===== src/rtl/bsg_two_fifo_pkg.sv =====
// bsg_two_fifo_pkg: shared payload/pointer types for the two-entry FIFO
package bsg_two_fifo_pkg;
  localparam int width_lp = 9;
  typedef logic [width_lp-1:0] payload_t;
  typedef logic [0:0] ptr_t;
endpackage


===== src/rtl/bsg_mem_1r1w_sync_els_p2_width_p9.sv =====
// bsg_mem_1r1w_sync_els_p2_width_p9: 2x9 register array (clk_i; w_v_i/w_addr_i/w_data_i write; r_addr_i -> r_data_o async read; no reset)
module bsg_mem_1r1w_sync_els_p2_width_p9
  import bsg_two_fifo_pkg::*;
(
  input  logic     clk_i,
  input  logic     w_v_i,
  input  ptr_t     w_addr_i,
  input  payload_t w_data_i,
  input  ptr_t     r_addr_i,
  output payload_t r_data_o
);
  payload_t mem_r [2];
  always_ff @(posedge clk_i)
    if (w_v_i) mem_r[w_addr_i] <= w_data_i;
  assign r_data_o = mem_r[r_addr_i];
endmodule


===== src/rtl/bsg_two_fifo_width_p9.sv =====
// bsg_two_fifo_width_p9: two-entry FIFO (clk_i, reset_i; v_i/data_i/ready_o ready-valid in; v_o/data_o/yumi_i valid-yumi out)
module bsg_two_fifo_width_p9
  import bsg_two_fifo_pkg::*;
#(
  parameter int width_p = 9,
  parameter int els_p   = 2
) (
  input  logic               clk_i,
  input  logic               reset_i,
  input  logic               v_i,
  input  logic [width_p-1:0] data_i,
  output logic               ready_o,
  output logic               v_o,
  output logic [width_p-1:0] data_o,
  input  logic               yumi_i
);
  if (els_p != 2) begin : g_bad_els
    $error("bsg_two_fifo_width_p9: els_p must be 2");
  end
  if (width_p != width_lp) begin : g_bad_width
    $error("bsg_two_fifo_width_p9: width_p must be 9");
  end
  ptr_t head_r, tail_r;
  logic empty_r, full_r, enq, deq;
  assign ready_o = ~full_r & ~reset_i;
  assign v_o     = ~empty_r;
  assign enq     = v_i & ready_o;
  assign deq     = yumi_i & v_o;
  bsg_mem_1r1w_sync_els_p2_width_p9 mem (
    .clk_i    (clk_i),
    .w_v_i    (enq),
    .w_addr_i (tail_r),
    .w_data_i (data_i),
    .r_addr_i (head_r),
    .r_data_o (data_o)
  );
  always_ff @(posedge clk_i)
    if (reset_i) begin
      head_r  <= '0;
      tail_r  <= '0;
      empty_r <= 1'b1;
      full_r  <= 1'b0;
    end else begin
      if (enq) tail_r <= ~tail_r;
      if (deq) head_r <= ~head_r;
      if (enq & ~deq) begin
        empty_r <= 1'b0;
        full_r  <= (head_r == ~tail_r);
      end else if (deq & ~enq) begin
        full_r  <= 1'b0;
        empty_r <= (~head_r == tail_r);
      end
    end
endmodule

===== config.mk =====
export PLATFORM = sky130hd
export DESIGN_NAME = bsg_two_fifo_width_p9
export DESIGN_NICKNAME = d
export VERILOG_FILES = /design/src/rtl/bsg_two_fifo_pkg.sv /design/src/rtl/bsg_mem_1r1w_sync_els_p2_width_p9.sv /design/src/rtl/bsg_two_fifo_width_p9.sv
export SDC_FILE = /design/constraint.sdc
export NUM_CORES = 1
export LEC_CHECK = 0
export BUFFER_PORTS_ARGS = -buffer_cell sky130_fd_sc_hd__buf_2
export CORE_MARGIN = 1.5
export CORE_UTILIZATION = 43
export CTS_BUF_LIST = sky130_fd_sc_hd__clkbuf_4
export CTS_CLUSTER_DIAMETER = 60
export DETAILED_ROUTE_END_ITERATION = 10
export HOLD_SLACK_MARGIN = 0.12
export PLACE_DENSITY = 0.68
export SETUP_SLACK_MARGIN = 0.2
export SYNTH_ARGS = -nofsm -noshare
export SYNTH_HDL_FRONTEND = slang
export SYNTH_SLANG_ARGS = --single-unit

===== constraint.sdc =====
create_clock -name clk_i -period 1.6 [get_ports clk_i]
set_input_delay 0.08 -clock clk_i [delete_from_list [all_inputs] [get_ports clk_i]]
set_output_delay 0.08 -clock clk_i [all_outputs]
set_load 0.005 [all_outputs]

# Word-level counts from Yosys, hierarchy flattened
# Memories as Yosys holds them, arrays and structs flattened. A register that Yosys moved wholly into a read port is not among the register bits.
# Cells that the tools add are included.
# W data, S select, Z words.
[totals] out_inout_bits=11 mem_bits_ro=0 mem_count=1 regBits=4 in_bits=13 latch_bits=0 ram_bits=18 wordCells=28
[op_classes] n_reduce_logical=1 multipliers=0 muxes=8 div=0 shifts=0 magnitude_cmp=0 n_bitwise=12 eq_ne=2 n_addsub=0
[memory_table] memory="mem.mem_r" words=2 width=9 rd=1 rd_ports_with_merged_regs=1 write_ports=1 line_no="bsg_mem_1r1w_sync_els_p2_width_p9.sv:12" text="payload_t mem_r [2];"
[op_table] operator="$mux W1" n=8
[op_table] operator="$not A1 Y1" n=7
[op_table] operator="$and A1 B1 Y1" n=5
[op_table] operator="$eq A1 B1 Y1" n=2
[op_table] operator="$reduce_bool A2 Y1" n=1

# Depth between registers and ports, before layout
[depth] word_depth=7 depth_mapped=3 depth_no_buf=3

# Cells and area by module
# Synthesis repeated with hierarchy kept, for this count alone.
[unflattened] hier_cells=52 hier_area_um2=895.9
[modules_own_cells] module="bsg_mem_1r1w_sync_els_p2_width_p9" cells_per_inst=30 n_inst=1 area_per_inst_um2=699.4
[modules_own_cells] module="bsg_two_fifo_width_p9" cells_per_inst=22 n_inst=1 area_per_inst_um2=196.4

# Least setup slack after synthesis
# Ideal clock, no wire load.
[synth_timing] path_kind="register to register" from="register full_r" to="memory mem.mem_r[0][0] (netlist bit), enable pin" path_stages_with_launch=4 arrival_ps=953 setup_slack_ps=273 setup_time_ps=374 synth_period_minus_slack_ps=1327 cell_sequence="dfxtp_1 > nor2_1 > nand2_1 > nor2_1"
[synth_between] elab_chain_cells=5
[synth_lines] element="start, declared" line_no="bsg_two_fifo_width_p9.sv:24" text="logic empty_r, full_r, enq, deq;"
[synth_lines] element="start signal, assigned" line_no="bsg_two_fifo_width_p9.sv:48" text="full_r <= (head_r == ~tail_r);"
[synth_lines] element="$not A1 Y1" line_no="bsg_two_fifo_width_p9.sv:25" text="assign ready_o = ~full_r & ~reset_i;"
[synth_lines] element="$and A1 B1 Y1" line_no="bsg_two_fifo_width_p9.sv:25"
[synth_lines] element="net ready_o" line_no="bsg_two_fifo_width_p9.sv:12" text="output logic ready_o,"
[synth_lines] element="$and A1 B1 Y1" line_no="bsg_two_fifo_width_p9.sv:27" text="assign enq = v_i & ready_o;"
[synth_lines] element="$mux W1" line_no="bsg_mem_1r1w_sync_els_p2_width_p9.sv:14" text="if (w_v_i) mem_r[w_addr_i] <= w_data_i;"
[synth_lines] element="$mux W1 (implied by the code)" line_no="bsg_mem_1r1w_sync_els_p2_width_p9.sv:14"
[synth_lines] element="end, declared" line_no="bsg_mem_1r1w_sync_els_p2_width_p9.sv:12"
# The timed path passes the listed nets, and every way through them passes these cells.

==> flow_metrics.py <==
metrics = {
    "power_and_ir_drop": {
        "pwr_density_cell_mw_per_mm2": 965.7,
        "pwr-share-seq": 0.634,
        "leakagePower_nw": 0.4596,
        "power_switching_share": 0.2206,
        "vdd_drop_max_mv": 0.6389,
        "p_switching_mw": 0.2450,
        "power_frac_clock": 0.232,
        "combPwrFrac": 0.134,
        "internal_power_consumption_mw": 0.8654,
    },
    "timing": {
        "finClkSkew_ns": 0.002281,
        "max-slew-margin-rel": 0.8586,
        "period_share": 0.8105,
        "unrepaired_setup_endpoints_after_global_routing": "no",
        "final.min_clock_period_ns": 1.297,
        "drv_slew": 0,
        "worst_pin_slew_ns": 0.2122,
        "setup_total_negative_slack_ns": 0,
        "finalSetupViolations": 0,
        "final_hold_fails": 0,
        "timing.fmax_ghz": 0.7711,
    },
    "global_routing": {
        "grt_antenna_before_repair": 0,
        "grt_use_total": 0.1368,
        "global_route.overflow_total": 0,
        "grt_pass1_vias": 496,
        "grt_start_max_net_pins": 14,
        "grt_first_pass_wirelength_um": 2014,
    },
    "finish": {
        "flow.area_growth_from_synthesis_pct": 35.35,
        "layout_cells_sized_above_1": 0.4494,
        "finalNetCount": 103,
        "final_core_utilization": 0.6449,
        "fillers": 139,
        "mostFrequentLayoutCell": "sky130_fd_sc_hd__buf_2",
        "antenna_cells": 0,
        "layout_common_cells": "sky130_fd_sc_hd__buf_2, sky130_fd_sc_hd__edfxtp_1, sky130_fd_sc_hd__dlygate4sd3_1, sky130_fd_sc_hd__mux2_2, sky130_fd_sc_hd__nor2_1",
    },
    "clocking": {
        "clkTransAtPathRegs_ns": 0.12,
        "cts_buffers": 3,
        "max-clock-path-buffers": 2,
        "cts_tree": "done",
        "clkSinkCount": 23,
        "worst_skew_pair_latency_ns": 0.30,
        "ctsRootBufferMaster": "sky130_fd_sc_hd__clkbuf_4",
        "ctsHtreeMaxLevel": 1,
    },
    "drt": {
        "drtAntennaViolNets": 0,
        "drt-initial-drc-count": 8,
        "detail_route.wl_per_cell_um": 11.48,
        "post-route-drc-count": 0,
        "routed-via-count": 528,
        "routed_wl_um": 1309,
        "number_of_vias_per_cell_after_detailed_routing": 4.632,
        "drt_pre_antenna_iters": 4,
    },
    "placed_design": {
        "place.detailed.hpwl_um": 847,
        "globalplace.congestion": 0.7517,
        "io_buffer_count": 23,
    },
    "floorplanning": {
        "die_area_mm2": 0.002252,
        "initial_core_util": 0.4765,
        "fp.dieH_um": 47.45,
        "boundaryPins": 24,
        "die_w_um": 47.45,
        "core-area_mm2": 0.001783,
        "floorplan.rows": 15,
    },
    "hold_path": {
        "worst_hold_path_type": "primary input to flop",
    },
    "yosys": {
        "syn-num-nets": 63,
        "mappedNetlistArea_um2": 849.6,
        "synth.yosys.seq_area_share": 0.7541,
        "yosys_warnings": 0,
        "ys_seq_elements": 23,
        "synthCells": 50,
        "synth_cell_type_count": 14,
        "post_synthesis_average_cell_area_um2": 16.99,
    },
    "worst_setup_path": {
        "cp_slowest_stage_delay_ns": 0.44,
        "critical_path_arrival_ns": 1.22,
        "critPathLaunchType": "flop",
        "setup.worst_path.class": "flop to primary output",
        "cpMaxStageDelayCell": "sky130_fd_sc_hd__dfxtp_4",
        "cp_top_family": "flip-flops",
        "critical_path_cell_list": "mux2_2 > buf_2",
        "critPathMaxFanout": 9,
        "worst_setup_path_end_kind": "primary output",
        "cp.buffers_inverters": 1,
        "crit_required_ns": 1.52,
    },
    "flow_run": {
        "cap_viol_max_count": 0,
    },
    "status": {
        "outcome": "complete, no violations",
    },
}
## metrics by stage
step	setup WS (ns)	power (mW)	cell area, um2	instances	hold WS (ns)
3_3_place_gp	0.4577	0.8422	998.5	98	0.2683
6_report	0.3031	1.110	1150	114	0.4937
5_1_grt	0.2540	1.160	1150	114	0.4750
4_1_cts	0.2393	1.119	1147	114	0.4866
3_5_place_dp	0.4505	0.8454	998.5	98	0.2724
2_1_floorplan	0.2733	0.7869	849.6	50	0.1497
## cells in the mapped netlist
| cell | instances | area (um2) |
|---|---|---|
| sky130_fd_sc_hd__o21bai_1 | 1 | 7.510 |
| sky130_fd_sc_hd__inv_1 | 1 | 3.750 |
| sky130_fd_sc_hd__and2b_1 | 2 | 15.01 |
| sky130_fd_sc_hd__dfxtp_1 | 5 | 100.1 |
| sky130_fd_sc_hd__and3_2 | 1 | 7.510 |
| sky130_fd_sc_hd__xnor2_1 | 2 | 17.52 |
| sky130_fd_sc_hd__mux2_2 | 9 | 101.4 |
| sky130_fd_sc_hd__xor2_1 | 1 | 8.760 |
| sky130_fd_sc_hd__edfxtp_1 | 18 | 540.5 |
| sky130_fd_sc_hd__nor3_2 | 1 | 10.01 |
| sky130_fd_sc_hd__a21oi_1 | 2 | 10.01 |
| sky130_fd_sc_hd__buf_2 | 1 | 5.000 |
| sky130_fd_sc_hd__nor2_1 | 5 | 18.77 |
| sky130_fd_sc_hd__nand2_1 | 1 | 3.750 |
## layout make-up
type | count | area, um2 | area share
clock buffer | 3 | 22.52 | 0.01959
sequential | 23 | 644.4 | 0.5604
timing repair buffer | 36 | 242.7 | 0.2111
tap | 25 | 31.28 | 0.02720
clock inverter | 1 | 5.005 | 0.004353
inverter | 1 | 3.754 | 0.003264
multi-input combinational | 25 | 200.2 | 0.1741
## cell families after synthesis
group,synth area share
muxes,0.1193
and+or+nand+nor,0.06480
xor gates and xnor gates,0.03093
buffers and inverters,0.01030
DFF,0.7541
AOI/OAI and AO/OA,0.02062
## sequential cells by signal, summed over array words and instances, names as in the netlist, named ones only
signal / count
empty_r: 1
full_r: 1
head_r: 1
mem.mem_r: 18
tail_r: 1
## final timing paths
check | from | endpoint | slack [ns] | cells after the start
hold reg to reg | full_r | full_r | 0.53 | 2
hold / removal | data_i[0] | mem.mem_r[0][0] | 0.49 | 2
setup reg to reg | full_r | mem.mem_r[1][4] | 0.46 | 2
setup / recovery | flop | data_o[6] | 0.30 | 2
## power by group through the flow
stage / sequential [mW] / clock (mW) / combinational, mW
2_1_floorplan: 0.707 / 0 / 0.0796
3_3_place_gp: 0.717 / 0 / 0.126
3_5_place_dp: 0.718 / 0 / 0.128
4_1_cts: 0.705 / 0.263 / 0.151
5_1_grt: 0.709 / 0.287 / 0.165
6_report: 0.704 / 0.258 / 0.149
## what timing repair did
item / in CTS / in global routing
resized for setup: 1 / 1
hold buffers: 12 / 0
buffers inserted: 0 / 0
endpoints found under the hold margin: 23 / 0
endpoints found under the setup margin: 9 / 4
gates cloned: 0 / 0
## routing by layer
| metal | GRT usage | part of all wire | routed length, um |
|---|---|---|---|
| met5 | 0 | 0 | 0 |
| met4 | 0.08333 | 0.011 | 14 |
| met3 | 0.03774 | 0.049 | 64 |
| met2 | 0.2378 | 0.53 | 698 |
| met1 | 0.1468 | 0.41 | 531 |
Power figures use the tool's default switching activity.
